==> src/rtl/sar_decimator.sv <==
// Averages SAR conversion words over 1/2/4/8-sample windows and queues the
// truncated means in a small result FIFO with a ready/valid read side.
module sar_decimator #(
  parameter int DW         = 10,
  parameter int FIFO_DEPTH = 4
) (
  input  logic                          CLK_S,
  input  logic                          RST,
  input  logic                          EN,
  input  logic                          EOC,
  input  logic [DW-1:0]                 DIN,
  input  logic [1:0]                    AVG_LOG2,
  input  logic                          CLR_OVF,
  input  logic                          RDY,
  output logic                          VLD,
  output logic [DW-1:0]                 DATA,
  output logic [$clog2(FIFO_DEPTH):0]   LEVEL,
  output logic                          OVF,
  output logic                          BUSY,
  output logic [15:0]                   SAMPLE_CNT
);

  localparam int AW = $clog2(FIFO_DEPTH);
  localparam int LW = AW + 1;
  localparam logic [LW-1:0] FULL_LVL = LW'(FIFO_DEPTH);

  logic          eoc_q;
  logic [DW+2:0] acc;
  logic [2:0]    win_cnt;
  logic [1:0]    win_sel;
  logic [DW-1:0] mem [FIFO_DEPTH];
  logic [AW-1:0] wr_ptr;
  logic [AW-1:0] rd_ptr;
  logic [LW-1:0] level;
  logic          ovf;
  logic [15:0]   sample_cnt;

  logic          sample;
  logic [1:0]    eff_sel;
  logic [2:0]    win_last;
  logic          last;
  logic [DW+2:0] sum;
  logic [DW-1:0] result;
  logic          push;
  logic          pop;
  logic          full;
  logic          wr_ok;

  // The first sample of a window sees the live AVG_LOG2, later ones the latched copy.
  always_comb begin
    sample  = EOC & ~eoc_q & EN;
    eff_sel = (win_cnt == 3'd0) ? AVG_LOG2 : win_sel;
    case (eff_sel)
      2'd0:    win_last = 3'd0;
      2'd1:    win_last = 3'd1;
      2'd2:    win_last = 3'd3;
      default: win_last = 3'd7;
    endcase
    last = (win_cnt == win_last);
    sum  = acc + {3'b000, DIN};
    case (eff_sel)
      2'd0:    result = sum[DW-1:0];
      2'd1:    result = sum[DW:1];
      2'd2:    result = sum[DW+1:2];
      default: result = sum[DW+2:3];
    endcase
    push  = sample & last;
    pop   = VLD & RDY;
    full  = (level == FULL_LVL);
    wr_ok = push & (~full | pop);
  end

  always_ff @(posedge CLK_S) begin
    if (RST) begin
      eoc_q      <= 1'b1;
      acc        <= '0;
      win_cnt    <= '0;
      win_sel    <= '0;
      wr_ptr     <= '0;
      rd_ptr     <= '0;
      level      <= '0;
      ovf        <= 1'b0;
      sample_cnt <= '0;
      for (int i = 0; i < FIFO_DEPTH; i++) mem[i] <= '0;
    end else begin
      eoc_q <= EOC;
      if (!EN) begin
        acc     <= '0;
        win_cnt <= '0;
      end else if (sample) begin
        sample_cnt <= sample_cnt + 16'd1;
        if (win_cnt == 3'd0) win_sel <= AVG_LOG2;
        if (last) begin
          acc     <= '0;
          win_cnt <= '0;
        end else begin
          acc     <= sum;
          win_cnt <= win_cnt + 3'd1;
        end
      end

      // When full, a simultaneous pop frees the slot the write pointer now targets.
      if (wr_ok) begin
        mem[wr_ptr] <= result;
        wr_ptr      <= wr_ptr + AW'(1);
      end
      if (pop) rd_ptr <= rd_ptr + AW'(1);

      case ({wr_ok, pop})
        2'b10:   level <= level + LW'(1);
        2'b01:   level <= level - LW'(1);
        default: level <= level;
      endcase

      if (push && full && !pop) ovf <= 1'b1;
      else if (CLR_OVF)         ovf <= 1'b0;
    end
  end

  assign VLD        = (level != '0);
  assign DATA       = mem[rd_ptr];
  assign LEVEL      = level;
  assign OVF        = ovf;
  assign BUSY       = (win_cnt != 3'd0);
  assign SAMPLE_CNT = sample_cnt;

endmodule

==> config.mk <==
export PLATFORM = sky130hd
export DESIGN_NAME = sar_decimator
export DESIGN_NICKNAME = d
export VERILOG_FILES = /design/src/rtl/sar_decimator.sv
export SDC_FILE = /design/constraint.sdc
export NUM_CORES = 1
export LEC_CHECK = 0
export BUFFER_PORTS_ARGS = -buffer_cell sky130_fd_sc_hd__buf_4
export CORE_MARGIN = 2
export CORE_UTILIZATION = 55
export DETAILED_ROUTE_END_ITERATION = 10
export PLACE_DENSITY = 0.75
export SYNTH_ARGS = -nofsm -noshare
export SYNTH_HDL_FRONTEND = slang
export SYNTH_SLANG_ARGS = --single-unit
==> constraint.sdc <==
create_clock -name CLK_S -period 8.6 [get_ports CLK_S]
set_clock_uncertainty 0.05 [all_clocks]
set_input_delay 0.86 -clock CLK_S [delete_from_list [all_inputs] [get_ports CLK_S]]
set_output_delay 0.86 -clock CLK_S [all_outputs]
set_load 0.02 [all_outputs]
==> results of run 1 <==
==> power by group <==
group / total [mW] / internal [mW] / switching (mW)
logic: 0.173 / 0.0791 / 0.0936
registers: 0.457 / 0.438 / 0.0191
clock network: 0.257 / 0.106 / 0.151
==> cells by family (layout without fill, tap and decap cells) <==
| logic type | Yosys count | after routing |
|---|---|---|
| and+or+nand+nor | 191 | 191 |
| adders and majority gates | 15 | 15 |
| DFF | 85 | 85 |
| muxes | 26 | 26 |
| buffers and inverters | 40 | 81 |
| xor gates and xnor gates | 23 | 23 |
| AOI/OAI and AO/OA | 88 | 88 |
==> cells in the mapped netlist, types with 5 or more instances <==
cell type and count:
ha_1 13, xor2_1 13, a211oi_1 5, nand2_1 30
nand2b_1 6, xnor2_1 10, clkbuf_1 20, dfxtp_1 45
nor2b_1 6, and3_1 5, o21ai_0 10, nand4_1 6
nand3_1 21, mux2i_1 7, nor3_1 9, nor2_1 75
edfxtp_1 40, a21o_1 8, mux4_2 12, a21oi_1 34
inv_1 14, or2_2 6, or3_1 6, mux2_2 5
==> per-stage QoR <==
stage / hold slack, ns / std cells
floorplan: 0.3856 / 468
global placement: 0.3933 / 598
detailed placement: 0.4046 / 598
CTS: 0.4186 / 614
global route: 0.4395 / 614
finish: 0.4119 / 614
==> area by class of cell <==
type / count / area, um2
clock buffers: 9 / 123.9
clock inverters: 7 / 48.80
fillers: 673 / 2982
inverters: 14 / 52.55
multi-input cells: 343 / 2352
flip-flops and latches: 85 / 2102
well taps: 105 / 131.4
repair buffers: 51 / 382.9
==> registers in the layout, indices dropped and copies added, names as in the netlist, named ones only <==
name	count
win_sel	2
eoc_q	1
mem	40
OVF	1
win_cnt	3
wr_ptr	2
rd_ptr	2
SAMPLE_CNT	16
acc	13
LEVEL	3
==> how the worst max path moves through the flow <==
stage,endpoint,slack [ns],cells after the start,startpoint
after floorplan,mem[0][8],5.45,10,DIN[0]
final,LEVEL[2],4.53,11,win_cnt[0]
after CTS,LEVEL[2],4.52,11,win_cnt[0]
after detailed placement,LEVEL[2],4.52,11,win_cnt[0]
after global placement,LEVEL[2],4.74,11,win_cnt[0]
after global routing,LEVEL[2],4.25,11,win_cnt[0]
==> routing by layer <==
metal,track usage,up-vias
met5,0,-
met4,0.08929,0
met3,0.04190,16
met2,0.3963,100
met1,0.2832,1736
li1,-,1756
==> layout by cell type (no fill, tap or decap), drive strengths merged, types with 4 or more instances in the layout <==
| master | instances |
|---|---|
| nor2 | 76 |
| buf | 51 |
| dfxtp | 45 |
| edfxtp | 40 |
| a21oi | 34 |
| nand2 | 30 |
| nand3 | 21 |
| inv | 17 |
| xor2 | 13 |
| ha | 13 |
| mux4 | 12 |
| nor3 | 12 |
| o21ai | 11 |
| xnor2 | 10 |
| clkbuf | 9 |
| a21o | 8 |
| mux2i | 8 |
| or2 | 8 |
| nand2b | 6 |
| nor2b | 6 |
| or3 | 6 |
| nand4 | 6 |
| mux2 | 6 |
| and3 | 5 |
| a211oi | 5 |
| o31ai | 4 |
| nand3b | 4 |
==> worst max-delay path, cell delays in order, from the launching register on <==
cell and delay (ns):
dfxtp_1 0.32, inv_1 0.17, ha_1 0.23, nor2b_1 0.61, mux2i_2 0.75, a2111oi_4 0.14, nor2_2 0.56, o21ai_2 0.13
fa_1 0.40, inv_1 0.07, a2bb2oi_1 0.20, mux2_2 0.35
==> metrics.md, run 1 <==
| Metric | Value |
|---|---|
| Port bufs | `49` |
| CTS Buf Count | `9` |
| Met3 routed WL | `469 um` |
| HP Start | `acc[5]` |
| Worst-path clk slew | `~0.090 ns` |
| Critical Path RT | `8.82 ns` |
| R2R depth | `11` |
| Initial Util | `0.5640` |
| Largest family of logic cells by synthesized area | `simple AND/OR/NAND/NOR gates` |
| Htree depth | `3` |
| Die Ht | `95.56 um` |
| Status | `finished clean` |
| Area Overhead vs Synth | `12.65%` |
| DR WL met2 | `5.074 mm` |
| Yosys top cell area share | `0.2605` |
| Tcrit/Tclk final | `0.4731` |
| WHS Path Cells | `2` |
| Arr. time, crit path | `4.28 ns` |
| Antenna cells | `0` |
| Post-synthesis cell area | `4611 um2` |
| Crit path kind | `reg -> reg` |
| Post-synthesis mux area share | `0.09145` |
| Final net count | `~540` |
| Leakage power | `2.042 nW` |
| Initial antenna violation count | `0` |
| DRT Pass-1 Iters | `5` |
| Setup TNS | `0 ns` |
| Post-synthesis adder-cell area fraction | `0.04396` |
| Xor and xnor area share after synthesis | `0.04369` |
| Total grt overflow | `0` |
| Synth top area cells | `edfxtp_1 (26%), dfxtp_1 (20%), nor2_1 (6.1%)` |
| Vias per Instance | `5.876` |
| # hold bufs at CTS | `0` |
| Largest net degree at the start of global routing | `37` |
| Fin. Hold Viols | `0` |
| Asr flop ratio synth | `0` |
| Number of synthesized flops with an enable pin | `40` |
| Clk Latency, worst-skew pair | `0.36 ns` |
| Crit path max fanout | `13` |
| Ys Warns | `0` |
| Relative slew slack | `0.1335` |
| Pwr Total | `0.8874 mW` |
| Post-CTS Setup Repair Bufs | `0` |
| Post-Route WL | `10.07 mm` |
| Post-route design area | `5194 um2` |
| Resized Gates After CTS | `0` |
| Dpl hpwl | `7.164 mm` |
| Post-synthesis compound-gate area fraction | `0.1262` |
| VDD IR max | `81.05 uV` |
| Highest metal used | `met4` |
| RR Startpoint | `win_cnt[0]` |
| Post-DR wirelength/cell | `16.40 um` |
| F_max | `approximately 0.25 GHz` |
| Worst Setup End Kind | `flop` |
| Final RePlAce weighted congestion | `0.9243` |
| Final WS setup | `approximately 4.5 ns` |
| Seq/Total Area, Yosys | `0.4559` |
| Synth unique cells | `slightly below 60` |
| ANT nets after route | `0` |
| Clock sinks | `85` |
| WL met1 | `4.333 mm` |
| Period minus WS final | `4.068 ns` |
| Die ar. | `a little over 9000 um2` |
| Worst Tran Pin Value | `~1.3 ns` |
| Clock Tree Root | `clkbuf_8` |
| Reg-to-Reg End | `LEVEL[2]` |
| Synthesized area per cell | `9.852 um2` |
| GRT Overall Usage | `0.2292` |
| CTS tree | `built` |
| First-pass GRT wire length | `16.02 mm` |
| Deepest clock path buffer count | `2` |
| Cells after Synth | `468` |
| Most used flip-flop cell after synthesis | `dfxtp_1` |
| I/O Pins | `50` |
| Die Wd | `95.56 um` |
| Power Dens Cells | `170.9 nW/um2` |
| RSZ-0062 raised after global routing | `no` |
| Final routed DRC violation total | `0` |
| Pins Over Slew Limit | `0` |
| Vias | `roughly 3600` |
| Seq cells post-synth | `85` |
| Post-Synth Simple-Gate Area | `0.2049` |
| Max-Cap Viols | `0` |
| Hold Path Sink | `acc[5]` |
| DP Worst Slack | `approximately 4.5 ns` |
| Area after DPL | `approximately 5000 um2` |
| Cell type with the largest total area after synthesis | `edfxtp_1` |
| Min-delay worst type | `reg -> reg` |
| DR iter-0 viols | `between 150 and 200` |
| Core ar. | `8175 um2` |
| Fraction of layout cells with a size suffix above 1 | `0.1965` |
| Final Setup Violations | `0` |
| R2R setup slack | `4.53 ns` |
| Vias in the first global route | `3324` |
| Row cnt | `33` |
| Mapped Nets | `501` |
| Final Core Density | `0.6353` |
| Worst setup SP type | `flop` |
Note: power is estimated with default switching activity, not from simulation.
==> inputs of run 2 (changes only) <==
Settings changed: CORE_UTILIZATION 55 to 53, PLACE_DENSITY 0.75 to 0.76.
Clock period 8.6 ns to 3.6 ns, I/O delays scaled along.
==> run 2 against run 1 <==
  * Flip-flop and latch count unchanged
  * Clock power increased to 2.9 times the previous value
  * Register-to-register slack worse by 4.0 ns
  * Critical path depth is 2 lower
  * Sequential share of layout area down 0.63 points
  * Critical path type unchanged
  * Largest cell class unchanged
==> metrics.md, run 2 (synthesized netlist as in run 1, its figures left out) <==
| Metric | Value |
|---|---|
| Port bufs | `49` |
| Worst setup SP type | `flop` |
| Die ar. | `9461 um2` |
| Post-Route WL | `10.05 mm` |
| CTS Buf Count | `9` |
| Max-Cap Viols | `0` |
| Deepest clock path buffer count | `2` |
| Initial Util | `0.5365` |
| Fin. Hold Viols | `0` |
| Initial antenna violation count | `0` |
| First-pass GRT wire length | `16.80 mm` |
| Total grt overflow | `0` |
| F_max | `0.3212 GHz` |
| Placed cells | `606` |
| Htree depth | `3` |
| RSZ-0062 raised after global routing | `no` |
| Vias | `3623` |
| Power Dens Cells | `424.3 nW/um2` |
| Final net count | `542` |
| ANT nets after route | `0` |
| Filler cells | `739` |
| Clock Tree Root | `clkbuf_8` |
| Arr. time, crit path | `3.06 ns` |
| Footprint of the multi-input gates | `2352 um2` |
| I/O Pins | `50` |
| GRT Overall Usage | `0.2202` |
| Dpl hpwl | `between 6 and 7 mm` |
| Final RePlAce weighted congestion | `0.9099` |
| Antenna cells | `0` |
| CTS tree | `built` |
| Most common cell after layout, fill and taps aside | `nor2_1` |
| VDD IR max | `213.3 uV` |
| Clk Latency, worst-skew pair | `0.36 ns` |
| Period minus WS final | `3.114 ns` |
| Min-delay worst type | `in -> reg` |
| Vias per Instance | `5.825` |
| Final Core Density | `0.6140` |
| Fraction of layout cells with a size suffix above 1 | `0.2023` |
| Vias in the first global route | `3511` |
| Worst Tran Pin Value | `0.7220 ns` |
| Non-Filler Instances | `622` |
| Final Setup Violations | `0` |
| Core ar. | `8593 um2` |
| Register area | `about 2100 um2` |
| Pins Over Slew Limit | `0` |
| Final routed DRC violation total | `0` |
| Resized Gates After CTS | `0` |
| Row cnt | `34` |
| Critical Path RT | `3.55 ns` |
| Die Ht | `just under 100 um` |
| Largest net degree at the start of global routing | `37` |
| Hold WS | `0.1523 ns` |
| DR iter-0 viols | `201` |
| Leakage power | `between 2 and 2.5 nW` |
| # hold bufs at CTS | `0` |
| Max reg flops | `40` |
| Clock sinks | `85` |
| Post-DR wirelength/cell | `16.15 um` |
| Post-CTS Setup Repair Bufs | `0` |
| Crit path max fanout | `10` |
| Status | `finished clean` |
| Tcrit/Tclk final | `0.8649` |
| Area Overhead vs Synth | `14.44%` |
| Setup TNS | `0 ns` |
| Worst Setup End Kind | `flop` |
| DRT Pass-1 Iters | `5` |
| Die Wd | `97.27 um` |
| Most frequent cells in the layout | `nor2_1 (75), buf_4 (56), dfxtp_1 (45)` |
| Worst-path clk slew | `0.08 ns` |
| Crit path kind | `reg -> reg` |
| Relative slew slack | `0.5125` |
| Final WS setup | `0.4862 ns` |
| Most flops, register | `mem` |
| DP Worst Slack | `0.5129 ns` |
run 2: cell count changes in the layout (fill, tap and decap cells not counted), sizes merged:
cell	change
inv	-2
clkinvlp	-1
clkbuf	+5
bufinv	+1
clkinv	-3
buf	+5
run 2: power by group:
part / total (mW) / leakage, nW / internal [mW] / switching, mW
clock: 0.733 / 0.109 / 0.389 / 0.345
combinational: 0.417 / 1.20 / 0.191 / 0.226
sequential: 1.09 / 0.777 / 1.05 / 0.0419
total: 2.24 / 2.08 / 1.63 / 0.612
run 2: path summary, 6_finish.rpt:
kind,start,end,slack [ns],depth (start not counted)
max reg2reg,win_cnt[0],mem[1][2],0.49,9
min reg2reg,acc[5],acc[5],0.41,2
max,win_cnt[0],mem[1][2],0.49,9
min,EOC,eoc_q,0.15,2
run 2: area by class of cell:
| class | count | share of cell area |
|---|---|---|
| multi-input cells | 343 | 0.4458 |
| flip-flops and latches | 85 | 0.3984 |
| repair buffers | 56 | 0.07968 |
| clock buffers | 14 | 0.03320 |
| well taps | 108 | 0.02561 |
| inverters | 14 | 0.009960 |
| clock inverters | 2 | 0.007351 |
run 2: metal layers:
layer	global-route usage	share of wire	vias up
li1	-	-	1768
met1	0.2886	0.44	1754
met2	0.3638	0.50	85
met3	0.03669	0.041	16
met4	0.09295	0.019	0
met5	0	0	-
run 2: through the flow:
stage	instance area, um2	total power, mW
2_1_floorplan	4611	1.391
4_1_cts	5276	2.253
3_3_place_gp	5062	1.519
6_report	5276	2.238
5_1_grt	5276	2.338
3_5_place_dp	5062	1.530
run 2: critical path, stage by stage, from the launching register on:
cell	delay (ns)
dfxtp_1	0.33
inv_1	0.19
ha_1	0.23
nor2b_1	0.31
mux4_2	0.38
nor3_2	0.19
nor2_2	0.13
nor4_4	0.34
nand3b_1	0.16
nand2b_1	0.45
==> inputs of run 3 (changes only) <==
Settings changed: GPL_TIMING_DRIVEN set to 0.
Clock period 3.6 ns to 2.6 ns, I/O delays scaled along.
==> run 3 against run 2 <==
  * The flow now finishes with violations (setup timing)
  * Cell area is 9.6% higher
  * Non-clock buffer count up 38
  * Worst hold slack got worse by 0.12 ns
  * Utilization up 5.9 points
  * Clock power rose by 28%
  * First-iteration DRC count did not move
  * Register-to-register slack worse by 0.59 ns
  * Global-route usage up 1.1 points
  * Via count up 2.4%
  * Combinational power grew 68%
==> metrics.md, run 3 (synthesized netlist as in run 1, its figures left out) <==
| Metric | Value |
|---|---|
| Tcrit/Tclk final | `1.041` |
| Initial Util | `0.5365` |
| Clock Tree Root | `clkbuf_8` |
| Area Overhead vs Synth | `25.45%` |
| Final Core Density | `0.6731` |
| Post-DR wirelength/cell | `around 17 um` |
| Critical Path End | `LEVEL[2]` |
| I/O Pins | `50` |
| Reg-to-Reg End | `LEVEL[2]` |
| Most flops, register | `mem` |
| Placed cells | `624` |
| Worst setup startpoint | `win_cnt[0]` |
| CTS Buf Count | `9` |
| Status | `finished with violations` |
| Critical Path RT | `about 2.8 ns` |
| Non-Filler Instances | `661` |
| RSZ-0062 raised after global routing | `yes` |
| Vias | `3709` |
| Worst setup SP type | `flop` |
| RR Startpoint | `win_cnt[0]` |
| Die ar. | `9461 um2` |
| R2R setup slack | `-0.11 ns` |
| R2R depth | `12` |
| Final WS setup | `-0.1057 ns` |
| Final routed DRC violation total | `0` |
| WHS Path Cells | `2` |
| Crit path kind | `reg -> reg` |
| Worst Setup End Kind | `flop` |
| F_max | `0.3696 GHz` |
| DRT Pass-1 Iters | `4` |
| Final Setup Violations | `1` |
| Leakage power | `~2.3 nW` |
| Most frequent cells in the layout | `nor2_1 (73), buf_4 (71), dfxtp_1 (42)` |
| Post-Route WL | `11.06 mm` |
| Vias per Instance | `between 5 and 6` |
| Worst-path clk slew | `0.09 ns` |
| Pins Over Slew Limit | `0` |
| Vias in the first global route | `about 3700` |
| CTS tree | `built` |
| Port bufs | `48` |
| Relative slew slack | `0.4332` |
| Antenna cells | `0` |
| # hold bufs at CTS | `0` |
| Fraction of layout cells with a size suffix above 1 | `0.3128` |
| Fin. Hold Viols | `0` |
| Power Dens Cells | `540.3 nW/um2` |
| Die Ht | `97.27 um` |
| Initial antenna violation count | `0` |
| Clock sinks | `85` |
| Pwr Total | `roughly 3.1 mW` |
| Most common cell after layout, fill and taps aside | `nor2_1` |
| DR WL met2 | `5.531 mm` |
| ANT nets after route | `0` |
| First-pass GRT wire length | `between 15 and 20 mm` |
| Max reg flops | `40` |
| GRT Overall Usage | `0.2310` |
| Worst Tran Pin Value | `0.8502 ns` |
| Arr. time, crit path | `2.92 ns` |
| Period minus WS final | `between 2 and 3 ns` |
| WL met1 | `~5 mm` |
| Final RePlAce weighted congestion | `0.9571` |
| DR iter-0 viols | `201` |
| Row cnt | `34` |
| Filler cells | `around 670` |
| Failing checks | `setup timing` |
| Die Wd | `just under 100 um` |
| Core ar. | `8593 um2` |
| Htree depth | `3` |
| Dpl hpwl | `7.348 mm` |
| Clk Latency, worst-skew pair | `0.37 ns` |
| Max-Cap Viols | `0` |
| Crit path max fanout | `4` |
| Met3 routed WL | `498 um` |
| Final net count | `581` |
| DP Worst Slack | `-0.5753 ns` |
| Total grt overflow | `0` |
| VDD IR max | `266.1 uV` |
| Deepest clock path buffer count | `2` |
| Largest net degree at the start of global routing | `15` |
| Min-delay worst type | `in -> reg` |
| Highest metal used | `met4` |
run 3: changes by cell type in the layout (fill, tap and decap cells not counted), sizes merged:
cell,delta
buf,+22
clkbuf,+12
nand2b,+1
clkinv,+1
clkinvlp,+3
run 3: worst min-delay path by stage:
stage | from | slack, ns | end
after global placement | acc[5] | 0.39 | acc[5]
after global routing | EOC | 0.03 | eoc_q
after floorplan | EOC | 0.32 | eoc_q
after CTS | EOC | 0.03 | eoc_q
after detailed placement | acc[6] | 0.40 | acc[6]
final | EOC | 0.03 | eoc_q
run 3: report_power, final:
part,total [mW],switching [mW],internal [mW]
Clock,0.939,0.497,0.442
Sequential,1.48,0.0365,1.45
Combinational,0.702,0.382,0.320
run 3: metal layers:
metal / GRT usage / up-vias
li1: - / 1843
met2: 0.3798 / 91
met1: 0.3128 / 1760
met4: 0.09081 / 0
met5: 0 / -
met3: 0.03094 / 15
run 3: worst max-delay path, stage by stage (launching register included):
cell and delay [ns]:
dfxtp_2 0.35, inv_2 0.05, ha_4 0.16, nor2b_4 0.14, mux2i_4 0.21, a2111oi_4 0.45
nor2_4 0.11, buf_8 0.14, o21ai_4 0.17, fa_2 0.25, nor2_2 0.05, a2bb2oi_2 0.17
mux2_4 0.31
run 3: what timing repair did:
item	CTS	global route
cloned	1	1
pin swaps	11	20
gates resized for setup	42	31
setup endpoints to repair	86	90
setup buffers	15	8
run 3: final cells by class:
cell class                      instances  area [um2]  share of cell area
Inverter                               14       55.05            0.009518
Multi-Input combinational cell        344        2648              0.4577
Buffer                                 22       106.4             0.01839
Timing Repair Buffer                   72       541.8             0.09366
Tap cell                              108       135.1             0.02336
Clock inverter                          6       62.56             0.01082
Clock buffer                           10       127.6             0.02206
Sequential cell                        85        2108              0.3645
run 3: per-stage QoR:
stage          hold WS (ns)  instance area [um2]  setup TNS (ns)
5_1_grt             0.03486                 5784          -2.913
3_5_place_dp         0.4016                 5141          -21.97
4_1_cts             0.03239                 5613         -0.1084
2_1_floorplan        0.3166                 4646        -0.07058
3_3_place_gp         0.3935                 5141          -16.93
6_report            0.03443                 5784         -0.1057
